$ cat src/rtl/stage_pkg.sv
// Shared types and constants for the ID/EX operand stage.
// Optional feature macro: ALU_FORWARDING_EN (see id_ex_operand_stage.sv).
package stage_pkg;

    // Widths baked into ex_ctrl_t; the top-level parameters must match these.
    localparam int OP_W  = 4;
    localparam int REG_W = 5;

    localparam logic [OP_W-1:0] ALU_AND = 4'b0000;
    localparam logic [OP_W-1:0] ALU_XOR = 4'b0001;
    localparam logic [OP_W-1:0] ALU_SUB = 4'b0010;
    localparam logic [OP_W-1:0] ALU_OR  = 4'b0011;
    localparam logic [OP_W-1:0] ALU_ADD = 4'b0100;
    localparam logic [OP_W-1:0] ALU_EQ  = 4'b1000;
    localparam logic [OP_W-1:0] ALU_SHL = 4'b1001;
    localparam logic [OP_W-1:0] ALU_LUI = 4'b1010;

    typedef enum logic [1:0] {
        FWD_RF    = 2'd0,
        FWD_EXMEM = 2'd1,
        FWD_MEMWB = 2'd2
    } fwd_sel_e;

    typedef struct packed {
        logic             valid;
        logic             reg_write;
        logic             mem_read;
        logic             mem_write;
        logic             alu_src;
        logic [OP_W-1:0]  alu_op;
        logic [REG_W-1:0] rd;
    } ex_ctrl_t;

    // A bubble: no architectural side effects, rd = x0.
    localparam ex_ctrl_t CTRL_BUBBLE = '{
        valid:     1'b0,
        reg_write: 1'b0,
        mem_read:  1'b0,
        mem_write: 1'b0,
        alu_src:   1'b0,
        alu_op:    ALU_AND,
        rd:        5'd0
    };

endpackage

$ cat src/rtl/forwarding_unit.sv
// Combinational forwarding-source selection for two source registers.
// EX/MEM has priority over MEM/WB because it holds the younger result; x0 never matches.
module forwarding_unit
    import stage_pkg::*;
#(
    parameter int REG_ADDR_W = 5
) (
    input  logic [REG_ADDR_W-1:0] rs1,
    input  logic [REG_ADDR_W-1:0] rs2,
    input  logic [REG_ADDR_W-1:0] exmem_rd,
    input  logic                  exmem_reg_write,
    input  logic [REG_ADDR_W-1:0] memwb_rd,
    input  logic                  memwb_reg_write,
    output fwd_sel_e              fwd_a,
    output fwd_sel_e              fwd_b
);

    function automatic fwd_sel_e select_src(
        input logic [REG_ADDR_W-1:0] rs,
        input logic [REG_ADDR_W-1:0] xm_rd,
        input logic                  xm_we,
        input logic [REG_ADDR_W-1:0] wb_rd,
        input logic                  wb_we
    );
        fwd_sel_e sel;
        if (xm_we && (xm_rd != {REG_ADDR_W{1'b0}}) && (xm_rd == rs)) begin
            sel = FWD_EXMEM;
        end else if (wb_we && (wb_rd != {REG_ADDR_W{1'b0}}) && (wb_rd == rs)) begin
            sel = FWD_MEMWB;
        end else begin
            sel = FWD_RF;
        end
        return sel;
    endfunction

    // Pick the youngest in-flight producer for each source operand.
    always_comb begin
        fwd_a = select_src(rs1, exmem_rd, exmem_reg_write, memwb_rd, memwb_reg_write);
        fwd_b = select_src(rs2, exmem_rd, exmem_reg_write, memwb_rd, memwb_reg_write);
    end

endmodule

$ cat src/rtl/id_ex_operand_stage.sv
// ID/EX pipeline register with EX-side operand selection and hazard detection.
// Macro ALU_FORWARDING_EN: defined -> EX/MEM and MEM/WB forwarding with load-use stall;
// undefined (default) -> no forwarding, stall on any RAW against EX, EX/MEM or MEM/WB.
module id_ex_operand_stage
    import stage_pkg::*;
#(
    parameter int DATA_WIDTH    = 32,
    parameter int OPCODE_LENGTH = 4,
    parameter int REG_ADDR_W    = 5
) (
    input  logic                     clk,
    input  logic                     reset,
    input  logic                     id_valid,
    input  logic [REG_ADDR_W-1:0]    id_rs1,
    input  logic [REG_ADDR_W-1:0]    id_rs2,
    input  logic                     id_uses_rs1,
    input  logic                     id_uses_rs2,
    input  logic [REG_ADDR_W-1:0]    id_rd,
    input  logic [DATA_WIDTH-1:0]    id_rs1_data,
    input  logic [DATA_WIDTH-1:0]    id_rs2_data,
    input  logic [DATA_WIDTH-1:0]    id_imm,
    input  logic                     id_alu_src,
    input  logic [OPCODE_LENGTH-1:0] id_alu_op,
    input  logic                     id_reg_write,
    input  logic                     id_mem_read,
    input  logic                     id_mem_write,
    input  logic [DATA_WIDTH-1:0]    id_pc,
    input  logic                     flush,
    input  logic [REG_ADDR_W-1:0]    exmem_rd,
    input  logic                     exmem_reg_write,
    input  logic [DATA_WIDTH-1:0]    exmem_alu_result,
    input  logic [REG_ADDR_W-1:0]    memwb_rd,
    input  logic                     memwb_reg_write,
    input  logic [DATA_WIDTH-1:0]    memwb_wb_data,
    output logic [DATA_WIDTH-1:0]    SrcA,
    output logic [DATA_WIDTH-1:0]    SrcB,
    output logic [OPCODE_LENGTH-1:0] Operation,
    output logic                     ex_valid,
    output logic                     ex_reg_write,
    output logic                     ex_mem_read,
    output logic                     ex_mem_write,
    output logic [REG_ADDR_W-1:0]    ex_rd,
    output logic [DATA_WIDTH-1:0]    ex_store_data,
    output logic [DATA_WIDTH-1:0]    ex_pc,
    output logic                     hazard_stall
);

    ex_ctrl_t               ex_ctrl_r;
    logic [REG_ADDR_W-1:0]  ex_rs1_r;
    logic [REG_ADDR_W-1:0]  ex_rs2_r;
    logic [DATA_WIDTH-1:0]  ex_rs1_data_r;
    logic [DATA_WIDTH-1:0]  ex_rs2_data_r;
    logic [DATA_WIDTH-1:0]  ex_imm_r;
    logic [DATA_WIDTH-1:0]  ex_pc_r;
    logic [DATA_WIDTH-1:0]  op_a_s;
    logic [DATA_WIDTH-1:0]  op_b_s;
    logic                   hazard_stall_s;
    logic                   ex_rd_nz_s;

    assign ex_rd_nz_s = (ex_ctrl_r.rd != {REG_ADDR_W{1'b0}});

`ifdef ALU_FORWARDING_EN
    fwd_sel_e fwd_a_s;
    fwd_sel_e fwd_b_s;

    forwarding_unit #(.REG_ADDR_W(REG_ADDR_W)) u_fwd (
        .rs1             (ex_rs1_r),
        .rs2             (ex_rs2_r),
        .exmem_rd        (exmem_rd),
        .exmem_reg_write (exmem_reg_write),
        .memwb_rd        (memwb_rd),
        .memwb_reg_write (memwb_reg_write),
        .fwd_a           (fwd_a_s),
        .fwd_b           (fwd_b_s)
    );

    // Forwarding muxes in front of the ALU; they add no pipeline latency.
    always_comb begin
        op_a_s = ex_rs1_data_r;
        op_b_s = ex_rs2_data_r;
        case (fwd_a_s)
            FWD_EXMEM: op_a_s = exmem_alu_result;
            FWD_MEMWB: op_a_s = memwb_wb_data;
            default:   op_a_s = ex_rs1_data_r;
        endcase
        case (fwd_b_s)
            FWD_EXMEM: op_b_s = exmem_alu_result;
            FWD_MEMWB: op_b_s = memwb_wb_data;
            default:   op_b_s = ex_rs2_data_r;
        endcase
    end

    // Only a load in EX cannot be forwarded in time; flush overrides the stall.
    always_comb begin
        hazard_stall_s = 1'b0;
        if (!flush && id_valid && ex_ctrl_r.valid && ex_ctrl_r.mem_read && ex_rd_nz_s &&
            ((id_uses_rs1 && (id_rs1 == ex_ctrl_r.rd)) ||
             (id_uses_rs2 && (id_rs2 == ex_ctrl_r.rd)))) begin
            hazard_stall_s = 1'b1;
        end else begin
            hazard_stall_s = 1'b0;
        end
    end
`else
    fwd_sel_e id_match_a_s;
    fwd_sel_e id_match_b_s;
    logic     ex_writes_s;
    logic     raw_a_s;
    logic     raw_b_s;
    logic     unused_ok_s;

    // Reuse the matcher on the ID sources to find pending writers in EX/MEM and MEM/WB.
    forwarding_unit #(.REG_ADDR_W(REG_ADDR_W)) u_fwd (
        .rs1             (id_rs1),
        .rs2             (id_rs2),
        .exmem_rd        (exmem_rd),
        .exmem_reg_write (exmem_reg_write),
        .memwb_rd        (memwb_rd),
        .memwb_reg_write (memwb_reg_write),
        .fwd_a           (id_match_a_s),
        .fwd_b           (id_match_b_s)
    );

    // Without forwarding the ALU always sees the register-file values captured from ID.
    always_comb begin
        op_a_s = ex_rs1_data_r;
        op_b_s = ex_rs2_data_r;
    end

    // Stall while any used source still has a writer in EX, EX/MEM or MEM/WB.
    always_comb begin
        ex_writes_s    = ex_ctrl_r.valid && ex_ctrl_r.reg_write && ex_rd_nz_s;
        raw_a_s        = id_uses_rs1 && ((id_match_a_s != FWD_RF) ||
                                         (ex_writes_s && (id_rs1 == ex_ctrl_r.rd)));
        raw_b_s        = id_uses_rs2 && ((id_match_b_s != FWD_RF) ||
                                         (ex_writes_s && (id_rs2 == ex_ctrl_r.rd)));
        hazard_stall_s = 1'b0;
        if (!flush && id_valid && (raw_a_s || raw_b_s)) begin
            hazard_stall_s = 1'b1;
        end else begin
            hazard_stall_s = 1'b0;
        end
    end

    // Forwarded data and EX source indices have no consumer in this build.
    assign unused_ok_s = ^{exmem_alu_result, memwb_wb_data, ex_rs1_r, ex_rs2_r};
`endif

    // ID/EX register: reset, flush and stall all load a fully zeroed bubble.
    always_ff @(posedge clk) begin
        if (reset || flush || hazard_stall_s) begin
            ex_ctrl_r     <= CTRL_BUBBLE;
            ex_rs1_r      <= {REG_ADDR_W{1'b0}};
            ex_rs2_r      <= {REG_ADDR_W{1'b0}};
            ex_rs1_data_r <= {DATA_WIDTH{1'b0}};
            ex_rs2_data_r <= {DATA_WIDTH{1'b0}};
            ex_imm_r      <= {DATA_WIDTH{1'b0}};
            ex_pc_r       <= {DATA_WIDTH{1'b0}};
        end else begin
            ex_ctrl_r     <= '{valid:     id_valid,
                               reg_write: id_reg_write,
                               mem_read:  id_mem_read,
                               mem_write: id_mem_write,
                               alu_src:   id_alu_src,
                               alu_op:    id_alu_op,
                               rd:        id_rd};
            ex_rs1_r      <= id_rs1;
            ex_rs2_r      <= id_rs2;
            ex_rs1_data_r <= id_rs1_data;
            ex_rs2_data_r <= id_rs2_data;
            ex_imm_r      <= id_imm;
            ex_pc_r       <= id_pc;
        end
    end

    assign SrcA          = op_a_s;
    assign SrcB          = ex_ctrl_r.alu_src ? ex_imm_r : op_b_s;
    assign ex_store_data = op_b_s;
    assign Operation     = ex_ctrl_r.alu_op;
    assign ex_valid      = ex_ctrl_r.valid;
    assign ex_reg_write  = ex_ctrl_r.reg_write;
    assign ex_mem_read   = ex_ctrl_r.mem_read;
    assign ex_mem_write  = ex_ctrl_r.mem_write;
    assign ex_rd         = ex_ctrl_r.rd;
    assign ex_pc         = ex_pc_r;
    assign hazard_stall  = hazard_stall_s;

endmodule

$ cat config.mk
export PLATFORM = sky130hd
export DESIGN_NAME = id_ex_operand_stage
export DESIGN_NICKNAME = d
export VERILOG_FILES = /design/src/rtl/stage_pkg.sv /design/src/rtl/forwarding_unit.sv /design/src/rtl/id_ex_operand_stage.sv
export SDC_FILE = /design/constraint.sdc
export NUM_CORES = 1
export LEC_CHECK = 0
export ABC_CLOCK_PERIOD_IN_PS = 6500
export CAP_MARGIN = 30
export CORE_AREA = 10 10 137 139
export CTS_CLUSTER_DIAMETER = 100
export DETAILED_ROUTE_END_ITERATION = 6
export DIE_AREA = 0 0 147 149
export PLACE_DENSITY = 0.83
export SETUP_SLACK_MARGIN = 0.3
export SYNTH_ARGS = -nofsm -noshare
export SYNTH_HDL_FRONTEND = slang
export SYNTH_HIERARCHICAL = 1
export SYNTH_SLANG_ARGS = --single-unit
$ cat constraint.sdc
create_clock -name clk -period 6.5 [get_ports clk]
set_input_delay 1.95 -clock clk [delete_from_list [all_inputs] [get_ports clk]]
set_output_delay 1.95 -clock clk [all_outputs]
set_load 0.05 [all_outputs]
Yosys cells after proc, flatten, opt, wreduce, memory -nomap -nowiden

Index checks and enable logic that the tools add are counted.

Word-level logic and storage cells: 48
Output and inout port bits: 142
Input bits: 233
Flip-flop bits (word level): 142

Reductions and logical operators: 25
Multiplexer cells: 6
Equality and inequality tests: 6

Operators by type and width:

| operator            | count |
|---|---|
| 2-to-1 mux 32 bit   | 1 |
| equality test 5 bit | 6 |
| nonzero test 5 bit  | 3 |
| logical AND 1 bit   | 14 |
| 2-to-1 mux 2 bit    | 4 |
| logical OR 1 bit    | 5 |
| nonzero test 2 bit  | 2 |
| zero test 1 bit     | 1 |
| 2-to-1 mux 1 bit    | 1 |

Longest topological paths before layout

Depth after elaboration: 12
Gate-level depth with buffers: 9
Mapped depth without buffers: 7

Modules after synthesis

The synthesis kept the hierarchy.

By module, submodules not included:

| module              | times used | cells an instance | sequential area each (um^2) | area each (um^2) |
|---|---|---|---|---|
| id_ex_operand_stage | 1          | 370               | 2842.7                      | 4461.8 |
| forwarding_unit     | 1          | 34                | 0.0                         | 257.7 |

Least setup slack after synthesis

No wires, ideal clock.

Kind: input -> output
Start point: input port exmem_rd[1]
End point: output port hazard_stall
Stages: 7
Buffers on the path: 0
Required time: 4.550 ns
Path slack: 0.126 ns
Arrival: 4.424 ns
Path through: or4_1 o21ai_2 nor4_1 nor4_1 a311o_1 a22oi_1 nor3b_1

Cells in the longest elaborated chain, start to end: 10
Elaborated cells on any way between the ends: 17
Classes of those cells: eq/ne: 2; mux: 3; reduce/logical: 12

RTL lines:

| item                 | RTL line                   | RTL |
|---|---|---|
| from (decl)          | id_ex_operand_stage.sv:29  | `input logic [REG_ADDR_W-1:0] exmem_rd,` |
| nonzero test 5 bit   | forwarding_unit.sv:26      | `if (xm_we && (xm_rd != {REG_ADDR_W{1'b0}}) && (xm_rd == rs)) begin` |
| logical AND 1 bit    | forwarding_unit.sv:26      |  |
| logical AND 1 bit *  | forwarding_unit.sv:26      |  |
| 2-to-1 mux 2 bit *   | forwarding_unit.sv:26      |  |
| net id_match_b_s[0]  | id_ex_operand_stage.sv:106 | `fwd_sel_e id_match_b_s;` |
| nonzero test 2 bit * | id_ex_operand_stage.sv:135 | `raw_b_s = id_uses_rs2 && ((id_match_b_s != FWD_RF) \|\|` |
| logical OR 1 bit *   | id_ex_operand_stage.sv:135 |  |
| logical AND 1 bit *  | id_ex_operand_stage.sv:135 |  |
| logical OR 1 bit *   | id_ex_operand_stage.sv:138 | `if (!flush && id_valid && (raw_a_s \|\| raw_b_s)) begin` |
| logical AND 1 bit *  | id_ex_operand_stage.sv:138 |  |
| 2-to-1 mux 1 bit *   | id_ex_operand_stage.sv:138 |  |
| to (decl)            | id_ex_operand_stage.sv:45  | `output logic hazard_stall` |

The timed path passes the listed nets; every way through them passes the cells marked *.

Worst setup path after layout

Start point: input port memwb_rd[1]
End point: output port hazard_stall

Cells in the longest elaborated chain, start to end: 11
Elaborated cells on any way between the ends: 19
Classes of those cells: eq/ne: 2; mux: 5; reduce/logical: 12

RTL lines:

| item                 | RTL line                   | RTL |
|---|---|---|
| from (decl)          | id_ex_operand_stage.sv:32  | `input logic [REG_ADDR_W-1:0] memwb_rd,` |
| nonzero test 5 bit   | forwarding_unit.sv:28      | `end else if (wb_we && (wb_rd != {REG_ADDR_W{1'b0}}) && (wb_rd == rs)) begin` |
| logical AND 1 bit    | forwarding_unit.sv:28      |  |
| logical AND 1 bit *  | forwarding_unit.sv:28      |  |
| 2-to-1 mux 2 bit *   | forwarding_unit.sv:28      |  |
| 2-to-1 mux 2 bit *   | forwarding_unit.sv:26      |  |
| net id_match_b_s[1]  | id_ex_operand_stage.sv:106 |  |
| nonzero test 2 bit * | id_ex_operand_stage.sv:135 |  |
| logical OR 1 bit *   | id_ex_operand_stage.sv:135 |  |
| logical AND 1 bit *  | id_ex_operand_stage.sv:135 |  |
| logical OR 1 bit *   | id_ex_operand_stage.sv:138 |  |
| logical AND 1 bit *  | id_ex_operand_stage.sv:138 |  |
| 2-to-1 mux 1 bit *   | id_ex_operand_stage.sv:138 |  |

Marked as above.

==> flow_summary.json <==
{
  "die_area_sq_um": 21900,
  "fillers": 1382,
  "gp_congestion": 0.829,
  "hold_start": "ex_rd[3]",
  "max_slew_margin": 0.575,
  "cts_root_buf": "clkbuf_16",
  "reg2reg_depth": 7,
  "seq_area_sq_um": 2840,
  "critPathKind": "primary input to output pin",
  "cts_buffers": 17,
  "finalSetupViolations": 0,
  "ff2ff_setup_slack_ps": 4110,
  "rr_endpoint": "ex_pc[27]",
  "max-cap-violations": 0,
  "worst_pin_slew_ps": 637,
  "clock_latency_ps": 410,
  "dp_slack_ps": 102,
  "synth-async-reset-ratio": 0,
  "drt_pass1_iterations": 4,
  "peakVddDrop_mv": 0.164,
  "htree_levels": 4,
  "cp_max_fo": 3,
  "r2r-start": "ex_rd[4]",
  "setup_tns_ps": 0,
  "clock_sinks": 142,
  "dpl.cell_count": 909,
  "antenna_found_initial": 0,
  "drive_gt1_frac": 0.104,
  "p_leak_nw": 3.39,
  "synth.area.top_cells": "dfxtp_1 60%, and2_1 19%, mux2_2 7.6%",
  "synth_seq_cells": 142,
  "whs_endpoint": "ex_valid",
  "outcome": "completed",
  "synth.distinct_cells": 25,
  "clock.fmax_mhz": 165,
  "min_path_type": "flop to flop",
  "overflow": 0,
  "worst_setup_path_start_kind": "primary input",
  "clock_skew_ps": 5.38,
  "slew_viol_final": 0,
  "grt_usage": 0.141,
  "cts.path.max_buffers": 2,
  "cp.arrival_ps": 4120,
  "post-route-period-util": 0.933,
  "syn_avg_cell_area_sq_um": 11.7,
  "synth_cells": 404,
  "ios": 375,
  "cts_tree": "built",
  "rsz0062_at_grt": "no",
  "ant_nets": 0,
  "initial_utilization": 0.292,
  "synth_top_area_share": 0.602,
  "power_density_nw_per_um2": 269,
  "fin_util": 0.533,
  "grt_pass1_wl_um": 23600,
  "port_buffers": 310,
  "num_vias": 3796,
  "ys_top_cells_by_count": "142 x dfxtp_1, 141 x and2_1, 32 x mux2_2, 16 x xnor2_1, 14 x xor2_1",
  "synth_flop_cell": "dfxtp_1",
  "path_clk_slew_ps": 60,
  "ys_warn_count": 6,
  "ys_seq_area_frac": 0.602,
  "wl_per_cell_um": 17.1,
  "multi_input_area_sq_um": 1740,
  "area_growth_pct": 82.8,
  "worst_setup_path_end_kind": "output pin",
  "diodes": 0,
  "finalNetCount": 943,
  "hold_viol": 0,
  "route.final.wire_length_um": 16100,
  "layout_min_cycle_time_ps": 6070,
  "die_height_um": 149,
  "post-dp-hpwl_um": 13100,
  "hold_depth": 5,
  "dieWidth_um": 147,
  "stdcell_count": 943,
  "drt-initial-drc-count": 113,
  "synth_edf_count": 0,
  "yosysMostFrequentCell": "dfxtp_1",
  "grt_pass1_vias": 3974,
  "synth_fp_nets": 637,
  "setup_ws_ps": 433,
  "required_ps": 4550,
  "grt_max_degree": 85,
  "whs_ps": 1090,
  "coreArea_sq_um": 16200,
  "hold_buffers": 0,
  "viasPerCell": 4.03,
  "yosys.area.top_type": "dfxtp_1",
  "syn_area_sq_um": 4720,
  "row_count": 47,
  "drc_errors": 0
}
[per-stage QoR]
stage          total power, W  cell area (sq um)
2_1_floorplan         0.00114               4720
3_3_place_gp          0.00133               7980
3_5_place_dp          0.00133               7980
4_1_cts               0.00236               8610
5_1_grt               0.00241               8630
6_report              0.00232               8630
[power breakdown]
| group | internal (W) | switching, W |
|---|---|---|
| registers | 0.000907 | 0.0000128 |
| clock network | 0.000639 | 0.000373 |
| logic | 0.000186 | 0.000204 |
| total | 0.00173 | 0.000590 |
[layout make-up]
type / instances / area share
timing repair buffer: 315 / 0.365
sequential: 142 / 0.330
multi-input combinational: 234 / 0.201
clock buffer: 21 / 0.0545
tap: 220 / 0.0319
clock inverter: 11 / 0.0180
[state kept, by name (all words and copies together) (netlist names), 4 cells and up]
register	count
Operation	4
SrcA	32
ex_imm_r	32
ex_pc	32
ex_rd	5
ex_store_data	32
[cell usage in the layout (no fill, tap or decap), drive strengths merged, types with 4 or more instances in the layout]
master / Yosys / final
clkdlybuf4s50: 0 / 305
and2: 141 / 141
clkbuf: 15 / 21
dfxtp: 142 / 142
xor2: 14 / 14
xnor2: 16 / 16
clkinv: 0 / 5
buf: 13 / 6
dlygate4sd2: 0 / 4
nor4: 6 / 6
nand2: 4 / 4
mux2: 32 / 32
nor2: 4 / 4
[routing by layer]
metal	share of wire	up-vias	track usage	routed length [um]
met2	0.52	161	0.249	8430
met3	0.10	12	0.0762	1650
met4	0.012	0	0.0441	188
met5	0	-	0	0
met1	0.36	1728	0.141	5880
li1	-	1895	-	-
[logic make-up (layout without fill, tap and decap cells)]
kind of cell | count (synthesis) | in the layout | share of synthesized area
AO/OA/AOI/OAI | 5 | 5 | 0.0133
XOR/XNOR | 30 | 30 | 0.0557
buffers and inverters | 28 | 347 | 0.0334
flip-flops | 142 | 142 | 0.602
multiplexers | 32 | 32 | 0.0764
AND/OR/NAND/NOR | 167 | 167 | 0.219
[worst max path at each step]
| stage | from | endpoint | slack [ps] |
|---|---|---|---|
| 2_1_floorplan | exmem_rd[1] | hazard_stall | 610 |
| 3_5_place_dp | exmem_rd[1] | hazard_stall | 100 |
| 6_report | memwb_rd[1] | hazard_stall | 430 |
| 4_1_cts | id_rs2[4] | hazard_stall | 360 |
| 3_3_place_gp | exmem_rd[1] | hazard_stall | 210 |
| 5_1_grt | exmem_rd[1] | hazard_stall | 340 |
[repair_timing]
| item | in CTS | in global routing |
|---|---|---|
| pin swaps | 4 | 3 |
| setup buffers | 2 | 0 |
| setup endpoints to repair | 1 | 1 |
| gates resized for setup | 4 | 2 |
[worst max-delay path, stage by stage]
cell             delay [ps]
clkdlybuf4s50_1         470
or4_1                   540
nor2_1                  170
nor4_2                   80
a311o_1                 370
a22oi_1                 270
nor3b_2                 110
buf_12                  160
Power figures use the tool's default switching activity.
